===== config.mk =====
export PLATFORM = sky130hd
export DESIGN_NAME = simple_merger
export DESIGN_NICKNAME = d
export VERILOG_FILES = /design/src/rtl/simple_merger.sv
export SDC_FILE = /design/constraint.sdc
export NUM_CORES = 1
export LEC_CHECK = 0
export CORE_AREA = 2 2 257 208
export DETAILED_ROUTE_END_ITERATION = 8
export DIE_AREA = 0 0 259 210
export PLACE_DENSITY = 0.67
export RECOVER_POWER = 50
export SYNTH_ARGS = -nofsm -noshare
export SYNTH_HDL_FRONTEND = slang
export SYNTH_SLANG_ARGS = --single-unit

===== constraint.sdc =====
create_clock -name clk -period 6.1 [get_ports clk]
set_input_delay 1.22 -clock clk [delete_from_list [all_inputs] [get_ports clk]]
set_output_delay 1.22 -clock clk [all_outputs]
set_load 0.01 [all_outputs]

===== src/rtl/simple_merger.sv =====
// -----------------------------------------------------------------------------
// simple_merger
//
// Purpose:
//   Merges four independent, non-backpressured source streams into a single
//   registered output stream. Each source owns a small FIFO. A round-robin
//   arbiter pops one FIFO head per cycle into the output register whenever
//   that register is free. Words that arrive at a full FIFO are dropped, and
//   a sticky per-port overflow flag records the drop.
//
// Parameters:
//   DATA_WIDTH  width of every data port (default 32)
//   FIFO_DEPTH  entries per input FIFO; power of two, >= 2 (default 4)
//
// Ports:
//   clk          in   single clock, rising-edge active
//   resetn       in   asynchronous active-low reset
//   din0..din3   in   source data, one word per port
//   din_en0..3   in   source data-valid strobes (no backpressure)
//   dout         out  merged data word (registered)
//   dout_addr    out  index of the port dout came from (registered)
//   dout_valid   out  dout/dout_addr hold a valid word (registered)
//   dout_ready   in   downstream accepts the word when high with dout_valid
//   overflow     out  sticky per-port drop flags, bit N for port N
// -----------------------------------------------------------------------------
module simple_merger #(
    parameter int DATA_WIDTH = 32,
    parameter int FIFO_DEPTH = 4
) (
    input  logic                  clk,
    input  logic                  resetn,
    input  logic [DATA_WIDTH-1:0] din0,
    input  logic [DATA_WIDTH-1:0] din1,
    input  logic [DATA_WIDTH-1:0] din2,
    input  logic [DATA_WIDTH-1:0] din3,
    input  logic                  din_en0,
    input  logic                  din_en1,
    input  logic                  din_en2,
    input  logic                  din_en3,
    output logic [DATA_WIDTH-1:0] dout,
    output logic [1:0]            dout_addr,
    output logic                  dout_valid,
    input  logic                  dout_ready,
    output logic [3:0]            overflow
);

    localparam int NUM_PORTS = 4;
    localparam int PTR_W     = $clog2(FIFO_DEPTH);
    localparam int CNT_W     = PTR_W + 1;

    localparam logic [CNT_W-1:0] CNT_FULL = CNT_W'(FIFO_DEPTH);
    localparam logic [CNT_W-1:0] CNT_ONE  = CNT_W'(1);
    localparam logic [PTR_W-1:0] PTR_ONE  = PTR_W'(1);

    // -------------------------------------------------------------------------
    // Input bundling: index the four ports uniformly from here on.
    // -------------------------------------------------------------------------
    logic [DATA_WIDTH-1:0] din_arr [NUM_PORTS];
    logic [NUM_PORTS-1:0]  din_en_vec;

    assign din_arr[0] = din0;
    assign din_arr[1] = din1;
    assign din_arr[2] = din2;
    assign din_arr[3] = din3;
    assign din_en_vec = {din_en3, din_en2, din_en1, din_en0};

    // -------------------------------------------------------------------------
    // FIFO state
    // -------------------------------------------------------------------------
    logic [DATA_WIDTH-1:0] mem_q    [NUM_PORTS][FIFO_DEPTH];
    logic [PTR_W-1:0]      wr_ptr_q [NUM_PORTS];
    logic [PTR_W-1:0]      wr_ptr_d [NUM_PORTS];
    logic [PTR_W-1:0]      rd_ptr_q [NUM_PORTS];
    logic [PTR_W-1:0]      rd_ptr_d [NUM_PORTS];
    logic [CNT_W-1:0]      count_q  [NUM_PORTS];
    logic [CNT_W-1:0]      count_d  [NUM_PORTS];

    logic [NUM_PORTS-1:0]  fifo_full;
    logic [NUM_PORTS-1:0]  fifo_nonempty;
    logic [NUM_PORTS-1:0]  push;
    logic [NUM_PORTS-1:0]  pop;

    // -------------------------------------------------------------------------
    // Output / arbiter state
    // -------------------------------------------------------------------------
    logic [DATA_WIDTH-1:0] dout_q,       dout_d;
    logic [1:0]            dout_addr_q,  dout_addr_d;
    logic                  dout_valid_q, dout_valid_d;
    logic [1:0]            last_grant_q, last_grant_d;
    logic [3:0]            overflow_q,   overflow_d;

    logic                  out_free;
    logic                  grant_found;
    logic [1:0]            grant_idx;
    logic                  do_grant;

    // -------------------------------------------------------------------------
    // FIFO status. Full/empty come from the occupancy before the edge, so a
    // word written this cycle is invisible to the arbiter until next cycle,
    // and a write into a full FIFO is dropped even if that FIFO pops now.
    // -------------------------------------------------------------------------
    // NOTE: every variable driven in an always_comb gets a value on every path
    // (defaults first) so no latch is inferred.
    always_comb begin
        fifo_full     = '0;
        fifo_nonempty = '0;
        push          = '0;
        for (int p = 0; p < NUM_PORTS; p++) begin
            fifo_full[p]     = (count_q[p] == CNT_FULL);
            fifo_nonempty[p] = (count_q[p] != '0);
            push[p]          = din_en_vec[p] && !fifo_full[p];
        end
    end

    // Output register can take a new word when empty or being drained now.
    assign out_free = !dout_valid_q || dout_ready;

    // -------------------------------------------------------------------------
    // Round-robin arbiter: search from last_grant+1 upward with wrap; the
    // first non-empty FIFO wins.
    // -------------------------------------------------------------------------
    always_comb begin
        logic [1:0] cand;
        cand        = '0;
        grant_found = 1'b0;
        grant_idx   = last_grant_q;
        for (int i = 1; i <= NUM_PORTS; i++) begin
            cand = last_grant_q + 2'(i);
            if (!grant_found && fifo_nonempty[cand]) begin
                grant_found = 1'b1;
                grant_idx   = cand;
            end
        end
    end

    assign do_grant = out_free && grant_found;

    always_comb begin
        pop = '0;
        if (do_grant) begin
            pop[grant_idx] = 1'b1;
        end
    end

    // -------------------------------------------------------------------------
    // FIFO pointer and occupancy next state. Pointers wrap naturally because
    // FIFO_DEPTH is a power of two.
    // -------------------------------------------------------------------------
    always_comb begin
        for (int p = 0; p < NUM_PORTS; p++) begin
            wr_ptr_d[p] = wr_ptr_q[p];
            rd_ptr_d[p] = rd_ptr_q[p];
            count_d[p]  = count_q[p];

            if (push[p]) begin
                wr_ptr_d[p] = wr_ptr_q[p] + PTR_ONE;
            end
            if (pop[p]) begin
                rd_ptr_d[p] = rd_ptr_q[p] + PTR_ONE;
            end

            // Simultaneous push and pop leaves occupancy unchanged.
            case ({push[p], pop[p]})
                2'b10:   count_d[p] = count_q[p] + CNT_ONE;
                2'b01:   count_d[p] = count_q[p] - CNT_ONE;
                default: count_d[p] = count_q[p];
            endcase
        end
    end

    // -------------------------------------------------------------------------
    // Output register, arbiter pointer and overflow next state. When the
    // output is stalled everything holds; when free with nothing to send only
    // dout_valid drops and the data/address keep their last values.
    // -------------------------------------------------------------------------
    always_comb begin
        dout_d       = dout_q;
        dout_addr_d  = dout_addr_q;
        dout_valid_d = dout_valid_q;
        last_grant_d = last_grant_q;

        if (do_grant) begin
            dout_d       = mem_q[grant_idx][rd_ptr_q[grant_idx]];
            dout_addr_d  = grant_idx;
            dout_valid_d = 1'b1;
            last_grant_d = grant_idx;
        end else if (out_free) begin
            dout_valid_d = 1'b0;
        end

        overflow_d = overflow_q | (din_en_vec & fifo_full);
    end

    // -------------------------------------------------------------------------
    // Control state registers.
    // -------------------------------------------------------------------------
    // NOTE: sequential state uses non-blocking assignments so every register
    // samples pre-edge values regardless of statement order.
    always_ff @(posedge clk or negedge resetn) begin
        if (!resetn) begin
            for (int p = 0; p < NUM_PORTS; p++) begin
                wr_ptr_q[p] <= '0;
                rd_ptr_q[p] <= '0;
                count_q[p]  <= '0;
            end
            dout_q       <= '0;
            dout_addr_q  <= '0;
            dout_valid_q <= 1'b0;
            last_grant_q <= 2'd3;   // port 0 searched first after reset
            overflow_q   <= '0;
        end else begin
            for (int p = 0; p < NUM_PORTS; p++) begin
                wr_ptr_q[p] <= wr_ptr_d[p];
                rd_ptr_q[p] <= rd_ptr_d[p];
                count_q[p]  <= count_d[p];
            end
            dout_q       <= dout_d;
            dout_addr_q  <= dout_addr_d;
            dout_valid_q <= dout_valid_d;
            last_grant_q <= last_grant_d;
            overflow_q   <= overflow_d;
        end
    end

    // -------------------------------------------------------------------------
    // FIFO storage.
    // -------------------------------------------------------------------------
    // NOTE: the storage array is deliberately not reset; occupancy and
    // pointers are, so stale contents can never be read, and the array can
    // map onto plain flops or RAM without a reset network.
    always_ff @(posedge clk) begin
        for (int p = 0; p < NUM_PORTS; p++) begin
            if (push[p]) begin
                mem_q[p][wr_ptr_q[p]] <= din_arr[p];
            end
        end
    end

    assign dout       = dout_q;
    assign dout_addr  = dout_addr_q;
    assign dout_valid = dout_valid_q;
    assign overflow   = overflow_q;

endmodule


# After elaboration in Yosys (flattened, before gate mapping)
# Memory sizes are Yosys's and may differ from the RTL's.
# Cells that the tools add are included.
[word_totals] memories=1 word_cells=151 ram_bits=512 reg_bits=69
[op_classes] n_eq_ne=12 n_reduce_logical=31 bitwise_logic=8 muxes=47 n_lt_le_gt_ge=16 addsub=19
[memory_table] memory="mem_q" words=4 width=128 read_ports=1 rd_ports_with_merged_regs=0 write_ports=4 line="70" source="logic [DATA_WIDTH-1:0] mem_q [NUM_PORTS][FIFO_DEPTH];"
[ops] operator="2-to-1 mux 128 bit" count=4
[ops] operator="demux 32 bit (select 2 bit)" count=4
[ops] operator="2-to-1 mux 32 bit" count=6
[ops] operator="binary-select mux 32 bit (select 2 bit)" count=1
[ops] operator="case mux 3 bit (2 select lines)" count=4
[ops] operator="adder 2 x 1 -> 2 bit, second input constant" count=9
[ops] operator=">= comparator 3 bit, second input constant" count=6
[ops] operator="inverter 2 -> 3 bit" count=6
[ops] operator="< comparator 2 x 3 -> 1 bit, second input constant" count=5
[ops] operator="2-to-1 mux 1 bit" count=15
[ops] operator="logical AND 1 bit" count=13
[ops] operator="adder 3 x 1 -> 3 bit, second input constant" count=4
[ops] operator="== test 3 bit, second input constant" count=4
[ops] operator="< comparator 3 x 1 -> 1 bit, second input constant" count=4
[ops] operator="2-to-1 mux 2 bit" count=6
[ops] operator="nonzero test 3 bit" count=4
[ops] operator="subtractor 3 x 1 -> 3 bit, second input constant" count=4
[ops] operator="nonzero test 2 bit" count=5
[ops] operator="binary-select mux 1 bit (select 2 bit)" count=4
[ops] operator="== test 2 x 1 -> 1 bit, second input constant" count=4
[ops] operator="== test 2 bit, second input constant" count=4
[ops] operator="logical NOT 1 bit" count=8
[ops] operator="adder 2 bit, second input constant" count=2
[ops] operator="AND 4 bit" count=1
[ops] operator="other kinds (6)" count=6

# Longest topological paths before layout
# Gate-level depths: netlist (run 1).
[logic_depth] depth_word=21 ltp_mapped=13

# Worst setup path before layout (run 1)
# Ideal clock, no wire load.
[synth_path] path_type="input to register" start="input port dout_ready" end="register count_q[5] in the netlist's numbering" arrival_time_ns=3.046 path_slack_ns=2.974 cell_stages=11 path_cell_list="nand2b_1 -> and2_1 -> clkbuf_1 -> nand2_1 -> nor2_1 -> ha_1 -> inv_1 -> fa_1 -> xor2_1 -> nor2_1 -> xor2_1"
[synth_between] elab_chain_len=5
[synth_lines] item="start: declaration" line="43" source="input logic dout_ready,"
[synth_lines] item="logical OR 1 bit (*)" line="116" source="assign out_free = !dout_valid_q || dout_ready;"
[synth_lines] item="logical AND 1 bit (*)" line="136" source="assign do_grant = out_free && grant_found;"
[synth_lines] item="2-to-1 mux 4 bit (*)" line="140" source="if (do_grant) begin"
[synth_lines] item="named net pop[2]" line="81" source="logic [NUM_PORTS-1:0] pop;"
[synth_lines] item="== test 2 x 1 -> 1 bit / == test 2 bit (equally long branches)" line="163" source="case ({push[p], pop[p]})"
[synth_lines] item="case mux 3 bit (2 select lines) / nonzero test 2 bit (equally long branches)"
[synth_lines] item="end signal: indexed assignment" line="215" source="count_q[p] <= count_d[p];"
[synth_lines] item="end: declaration" line="75" source="logic [CNT_W-1:0] count_q [NUM_PORTS];"
# Mark *: on every way through the listed nets, which the timed path passes. The rest lies on a longest branch.
# A chain may end at the register's enable or synchronous reset.

# Final worst setup path (run 1)
[layout_path] start="input port dout_ready" end="register count_q[11] in the netlist's numbering"
# Same word-level chain as after synthesis.

==> key figures, run 1 <==
Synthesis
  • Asr flop ratio synth: 11.9%
  • Yosys Warn Count: 0
  • Unique cell type count in the Yosys netlist: 45
  • Cell area after synthesis: 23100 µm²
  • Main synth FF type: edfxtp_1
  • Register bit total from synthesis: 581
  • Sequential element share of the synthesized area: 73.9%
  • Cell count after synthesis: 1301
  • Synth Net Count: approximately 1.5k
  • Avg Cell Area, Syn: 17.8 µm²
  • Post-synth EDFFs: 512

Layout
  • Most common cell after layout, fill and taps aside: edfxtp_1
  • Layout Utilization: 52.8%
  • Area Growth Syn to Fin: 18.4%
  • Fill count: just over 4k
  • Share of cells above drive strength 1: between 10% and 20%
  • Design Area, Final: 27400 µm²
  • Most frequent cells in the layout: edfxtp_1, mux2i_1, dlygate4sd3_1
  • Layout Nets: 1652

Die
  • Row Count: 75
  • Starting density of the core: 44.6%
  • Die area: 54400 µm²
  • Die height: 210 µm
  • Die width: 259 µm
  • Top Ports: 174
  • Core area: between 50000 and 60000 µm²

Flow run
  • Max-Cap Viols: 2

Timing
  • Final Hold Violating Endpoints: 0
  • Min cycle time layout: roughly 4.5 ns
  • RSZ-0062 raised after global routing: no
  • Final Skew: about 0.017 ns
  • Peak Freq: 221 MHz
  • Final setup fails: 0
  • Tightest Pin Transition: 2.03 ns
  • Worst slew margin: -35.6%
  • WHS: 0.468 ns
  • Slew Limit Fails: 52
  • Final worst slack: 1.57 ns
  • Fin Setup TNS: 0 ns
  • Share of the clock period used by the worst path: 74.3%

Clock network
  • TritonCTS clock tree: built
  • Setup Fix Bufs, Post-CTS: 0
  • Num Clock Sinks: 581
  • Cts hold-fix bufs: 0
  • Clk_lat worst skew: 0.61 ns
  • CTS H-tree lvls: 2
  • CTS Buffer Depth: 3
  • CTS buffer count: 56
  • Cts repair resizes: 0
  • Clock transition at path regs: around 0.06 ns
  • Clock Tree Root: clkbuf_16

Drt
  • TritonRoute pass-1 iters: 5
  • Post-route ant nets: 0
  • Routed vias/inst: 5.44
  • Final WL: 55.1 mm
  • Routed WL per cell: 24.6 µm
  • Vias: 12.2k
  • Number of remaining DRC errors: 0
  • Initial DRC Count: 1018

Global route
  • Vias in the first global route: 12.5k
  • Largest net degree at the start of global routing: a little over 100
  • Initial antenna violation count: 8
  • First-pass GRT wire length: 81.0 mm
  • GRT overflow: 0
  • GRT Total Usage: 20.4%

Placed design
  • Placed Area: 25600 µm²
  • PortBufs: roughly 170
  • Final Wtd Congestion: 0.751
  • DP Worst Slack: about 1.7 ns
  • DPL Wire Length: 33.0 mm

Worst setup path
  • RR Endpoint: dout[8]
  • Crit path to: count_q[11]
  • WP data arrival: 5.06 ns
  • CP required: roughly 6.6 ns
  • Worst Setup SP: dout_ready
  • Peak fanout along the critical path: 35
  • WS Path Type: input pin to register
  • CP Capture Type: register
  • R2R depth: 9
  • CP startpoint kind: input pin
  • Reg2Reg Setup Slack: 2.16 ns
  • R2r startpoint: count_q[8]

Power
  • Worst VDD drop: 0.591 mV
  • Power per Cell Area: 569 nW/µm²
  • Static leakage: about 0.010 µW

Worst hold path
  • Hold crit path type: register to register
  • Worst hold start: overflow[2]

Status
  • Failing checks: max-capacitance violations, max-slew violations
  • Status: finished with violations
-- Yosys cell counts (15+ instances only) --
| cell | n | area [µm²] |
|---|---|---|
| a22o_1 | 31 | 272 |
| and2_1 | 18 | 113 |
| buf_2 | 25 | 125 |
| clkbuf_1 | 18 | 67.6 |
| dfrtp_1 | 67 | 1680 |
| edfxtp_1 | 512 | 15400 |
| ha_1 | 20 | 250 |
| inv_1 | 25 | 93.8 |
| mux2_2 | 36 | 405 |
| mux2i_1 | 315 | 3150 |
| nand2_1 | 22 | 82.6 |
| nor2_1 | 15 | 56.3 |
| o22ai_1 | 62 | 388 |
| or3_1 | 35 | 219 |
-- metrics by stage --
stage,total power (µW),instances
floorplan,10600,1301
global placement,12200,2128
detailed placement,12400,2128
CTS,15700,2234
global route,16400,2236
finish,15600,2238
-- sequential cells by signal, summed over array words and instances, names as in the netlist --
name / count
dout_valid: 1
count_q: 12
wr_ptr_q: 8
last_grant_q: 2
mem_q: 512
rd_ptr_q: 8
dout: 32
dout_addr: 2
overflow: 4
-- cell families (layout without fill, tap and decap cells) --
kind of cell    after synthesis  count (layout)  share of synthesized area [%]
flops                       581             581                           73.9
other cells                   0               4                              0
xor+xnor                     24              24                          0.908
fa+ha+maj                    24              24                           1.43
simple gates                105             105                           2.47
buf+inv                      88             328                           1.85
mux                         354             354                           15.6
compound gates              125             125                           3.80
-- where the power goes --
part	switching (µW)	internal [µW]	total, µW
clock	1470	1880	3350
sequential	367	5340	5710
combinational	3590	2930	6530
total	5430	10200	15600
-- metal layers --
layer	global-route usage (%)	wire length [µm]	vias to the layer above	share of wire, %
li1	-	-	5450	-
met1	28.7	24300	6230	44
met2	32.7	26000	408	47
met3	3.94	3790	77	6.9
met4	5.16	1010	6	1.8
met5	0	40	-	0.073
-- final cells by class --
cell class	instances	area (µm²)	share of cell area (%)
timing repair buffer	197	1920	7.00
multi-input combinational	632	5640	20.6
sequential	581	17100	62.4
inverter	25	93.8	0.343
clock buffer	84	1580	5.75
clock inverter	22	190	0.694
antenna	4	10.0	0.0365
tap	693	867	3.16
-- worst max-delay path, stage by stage --
cell and delay (ns):
dlygate4sd3_1 0.52, nand2b_1 0.15, nand2_1 1.17, nor3_1 0.84
ha_1 0.28, inv_1 0.06, fa_1 0.37, xor2_1 0.15
nor2_1 0.12, xor2_1 0.17
-- how the worst min path moves through the flow --
stage / depth (start not counted) / endpoint
after detailed placement: 1 / overflow[2]
after global routing: 1 / overflow[3]
after global placement: 1 / overflow[1]
after floorplan: 1 / rd_ptr_q[3]
after CTS: 1 / count_q[1]
final: 1 / overflow[2]
Power figures use the tool's default switching activity.
==> run 2, diff against run 1 <==
- PLACE_DENSITY: 0.67 -> 0.69
- clock period: 6.1 -> 3.6 ns (I/O delays scaled with it)
==> run 2 against run 1 <==
The run still ends with max-capacitance violations, max-slew violations left; combinational power grew 78%; sequential power grew 69%; clock power grew 75%; global-route usage grew 0.67 points; final cell count grew 1.8%; power grew 74%; routed wire length grew 2.8%; register-to-register slack lost 1.8 ns; sequential share of layout area shrank 1.0 points; setup slack lost 1.2 ns; cell area grew 1.7%; largest power group unchanged.
==> key figures, run 2 (synthesis gave the netlist of run 1 again) <==
Placed design
  • DPL Wire Length: 35.8 mm
  • Final Wtd Congestion: 0.793
  • PortBufs: approximately 170
  • Placed Area: 26000 µm²

Worst setup path
  • Crit path to: dout[18]
  • Critical path buffers and inverters: 1
  • Worst Setup SP: count_q[8]
  • Slowest CP cell: dfrtp_1
  • Crit path largest cell delay: between 0.4 and 0.5 ns
  • Top cell by count, worst path: or3_1
  • WS Path Type: register to register
  • R2R depth: 9
  • CP startpoint kind: register
  • Worst path depth: 9
  • R2r startpoint: count_q[8]
  • CP Capture Type: register
  • CP required: roughly 4.1 ns
  • Peak fanout along the critical path: 58
  • WP data arrival: 3.73 ns
  • Top delay family on crit path: multiplexers
  • CP Cell Sequence: or3_1 -> o221ai_2 -> o21a_4 -> mux2i_2 -> mux2i_4 -> buf_12 -> mux2_2 -> a22o_1 -> or3_1
  • RR Endpoint: dout[18]
  • Reg2Reg Setup Slack: 0.36 ns

Clock network
  • Setup Fix Bufs, Post-CTS: 0
  • Cts hold-fix bufs: 0
  • CTS buffer count: 56
  • CTS Buffer Depth: 3
  • Clock transition at path regs: roughly 0.07 ns
  • Cts repair resizes: 0
  • Clock Tree Root: clkbuf_16
  • TritonCTS clock tree: built
  • CTS H-tree lvls: 2
  • Clk_lat worst skew: 0.61 ns
  • Num Clock Sinks: 581

Timing
  • Final setup fails: 0
  • Worst slew margin: -61.4%
  • Slew Limit Fails: 40
  • Peak Freq: between 300 and 400 MHz
  • Tightest Pin Transition: 2.42 ns
  • Final Skew: 0.0169 ns
  • Min cycle time layout: 3.24 ns
  • RSZ-0062 raised after global routing: no
  • Share of the clock period used by the worst path: 90.1%
  • Fin Setup TNS: 0 ns
  • Final Hold Violating Endpoints: 0

Worst hold path
  • Hold crit path type: register to register

Power
  • Switching Share: about a third
  • Worst VDD drop: 1.31 mV
  • Clk pwr share: 21.6%
  • Gate power share: 42.7%
  • Net Switching: 9380 µW
  • Power per Cell Area: 973 nW/µm²
  • Static leakage: 0.0104 µW
  • Power Internal: 17700 µW
  • Seq pwr share: 35.7%

Global route
  • GRT Total Usage: 21.0%
  • First-pass GRT wire length: 83.5 mm
  • Largest net degree at the start of global routing: 66
  • Global Route met3 Usage: 4.62%
  • Met2 Use GR: 33.4%
  • Vias in the first global route: approximately 13k
  • Busiest grt layer: met2
  • GRT overflow: 0
  • Initial antenna violation count: 11
  • M1 GR Usage: between 20% and 30%

Drt
  • Post-route ant nets: 0
  • TritonRoute pass-1 iters: 5
  • Routed WL per cell: 24.9 µm
  • Vias: around 13k
  • Number of remaining DRC errors: 0
  • Routed vias/inst: between 5 and 6
  • Final WL: 56.7 mm
  • Initial DRC Count: 954

Die
  • Die width: 259 µm
  • Core area: roughly 52000 µm²
  • Starting density of the core: 44.6%
  • Die height: 210 µm
  • Row Count: 75
  • Die area: 54400 µm²
  • Top Ports: 174

Layout
  • Design Area, Final: 27900 µm²
  • Layout Nets: 1690
  • Share of cells above drive strength 1: 13.1%
  • Largest register FFs: 512
  • Area Growth Syn to Fin: 20.4%
  • Most common cell after layout, fill and taps aside: edfxtp_1
  • Most frequent cells in the layout: edfxtp_1, mux2i_1, dlygate4sd3_1

Status
  • Status: finished with violations
  • Failing checks: max-capacitance violations, max-slew violations

Flow run
  • Max-Cap Viols: 1
run 2: worst register-to-register path: cells and delay by family, from the launching register on:
family,cells,cell delay [ns]
compound gates,3,0.70
buf+inv,1,0.38
flops,1,0.43
mux,3,0.89
simple gates,2,0.73
run 2: how the worst min path moves through the flow:
stage / start / to / cells past startpoint
2_1_floorplan: resetn / count_q[0] / 0
3_5_place_dp: overflow[3] / overflow[3] / 1
6_report: overflow[2] / overflow[2] / 1
3_3_place_gp: overflow[2] / overflow[2] / 1
4_1_cts: resetn / overflow[3] / 1
5_1_grt: overflow[3] / overflow[3] / 1
run 2: power by group through the flow:
stage,logic [µW],clock network [µW],registers (µW)
3_3_place_gp,11400,0,9770
3_5_place_dp,11600,0,9800
6_report,11600,5850,9670
4_1_cts,11700,5940,9680
2_1_floorplan,8270,0,9700
5_1_grt,12400,6220,9800
run 2: area by class of cell:
class	count	area (µm²)
antenna	6	15.0
clock buffer	83	1570
clock inverter	23	273
fill	4046	24000
inverter	25	93.8
multi-input combinational	632	5640
sequential	581	17100
tap	693	867
timing repair buffer	235	2290
run 2: per-stage QoR:
stage / cells / utilization, % / hold WS, ns / total power (µW) / worst slack (ns)
after floorplan: 1301 / - / 0.424 / 18000 / 0.653
after global placement: 2166 / 50.2 / 0.460 / 21200 / 0.353
after detailed placement: 2166 / 50.2 / 0.473 / 21400 / 0.353
after CTS: 2272 / 53.7 / 0.103 / 27300 / 0.369
after global routing: 2276 / 53.7 / 0.501 / 28400 / 0.166
final: 2278 / 53.7 / 0.480 / 27100 / 0.358
run 2: metal layers:
metal	share of wire [%]	wire length, µm
met5	0.11	61
met1	43	24400
met3	7.9	4500
met4	1.8	1040
met2	47	26700
==> run 3, diff against run 2 <==
- HOLD_SLACK_MARGIN: default -> 0.08
==> results of run 3 <==
Same layout as run 2: the final DEF is identical, and so are final timing and power.
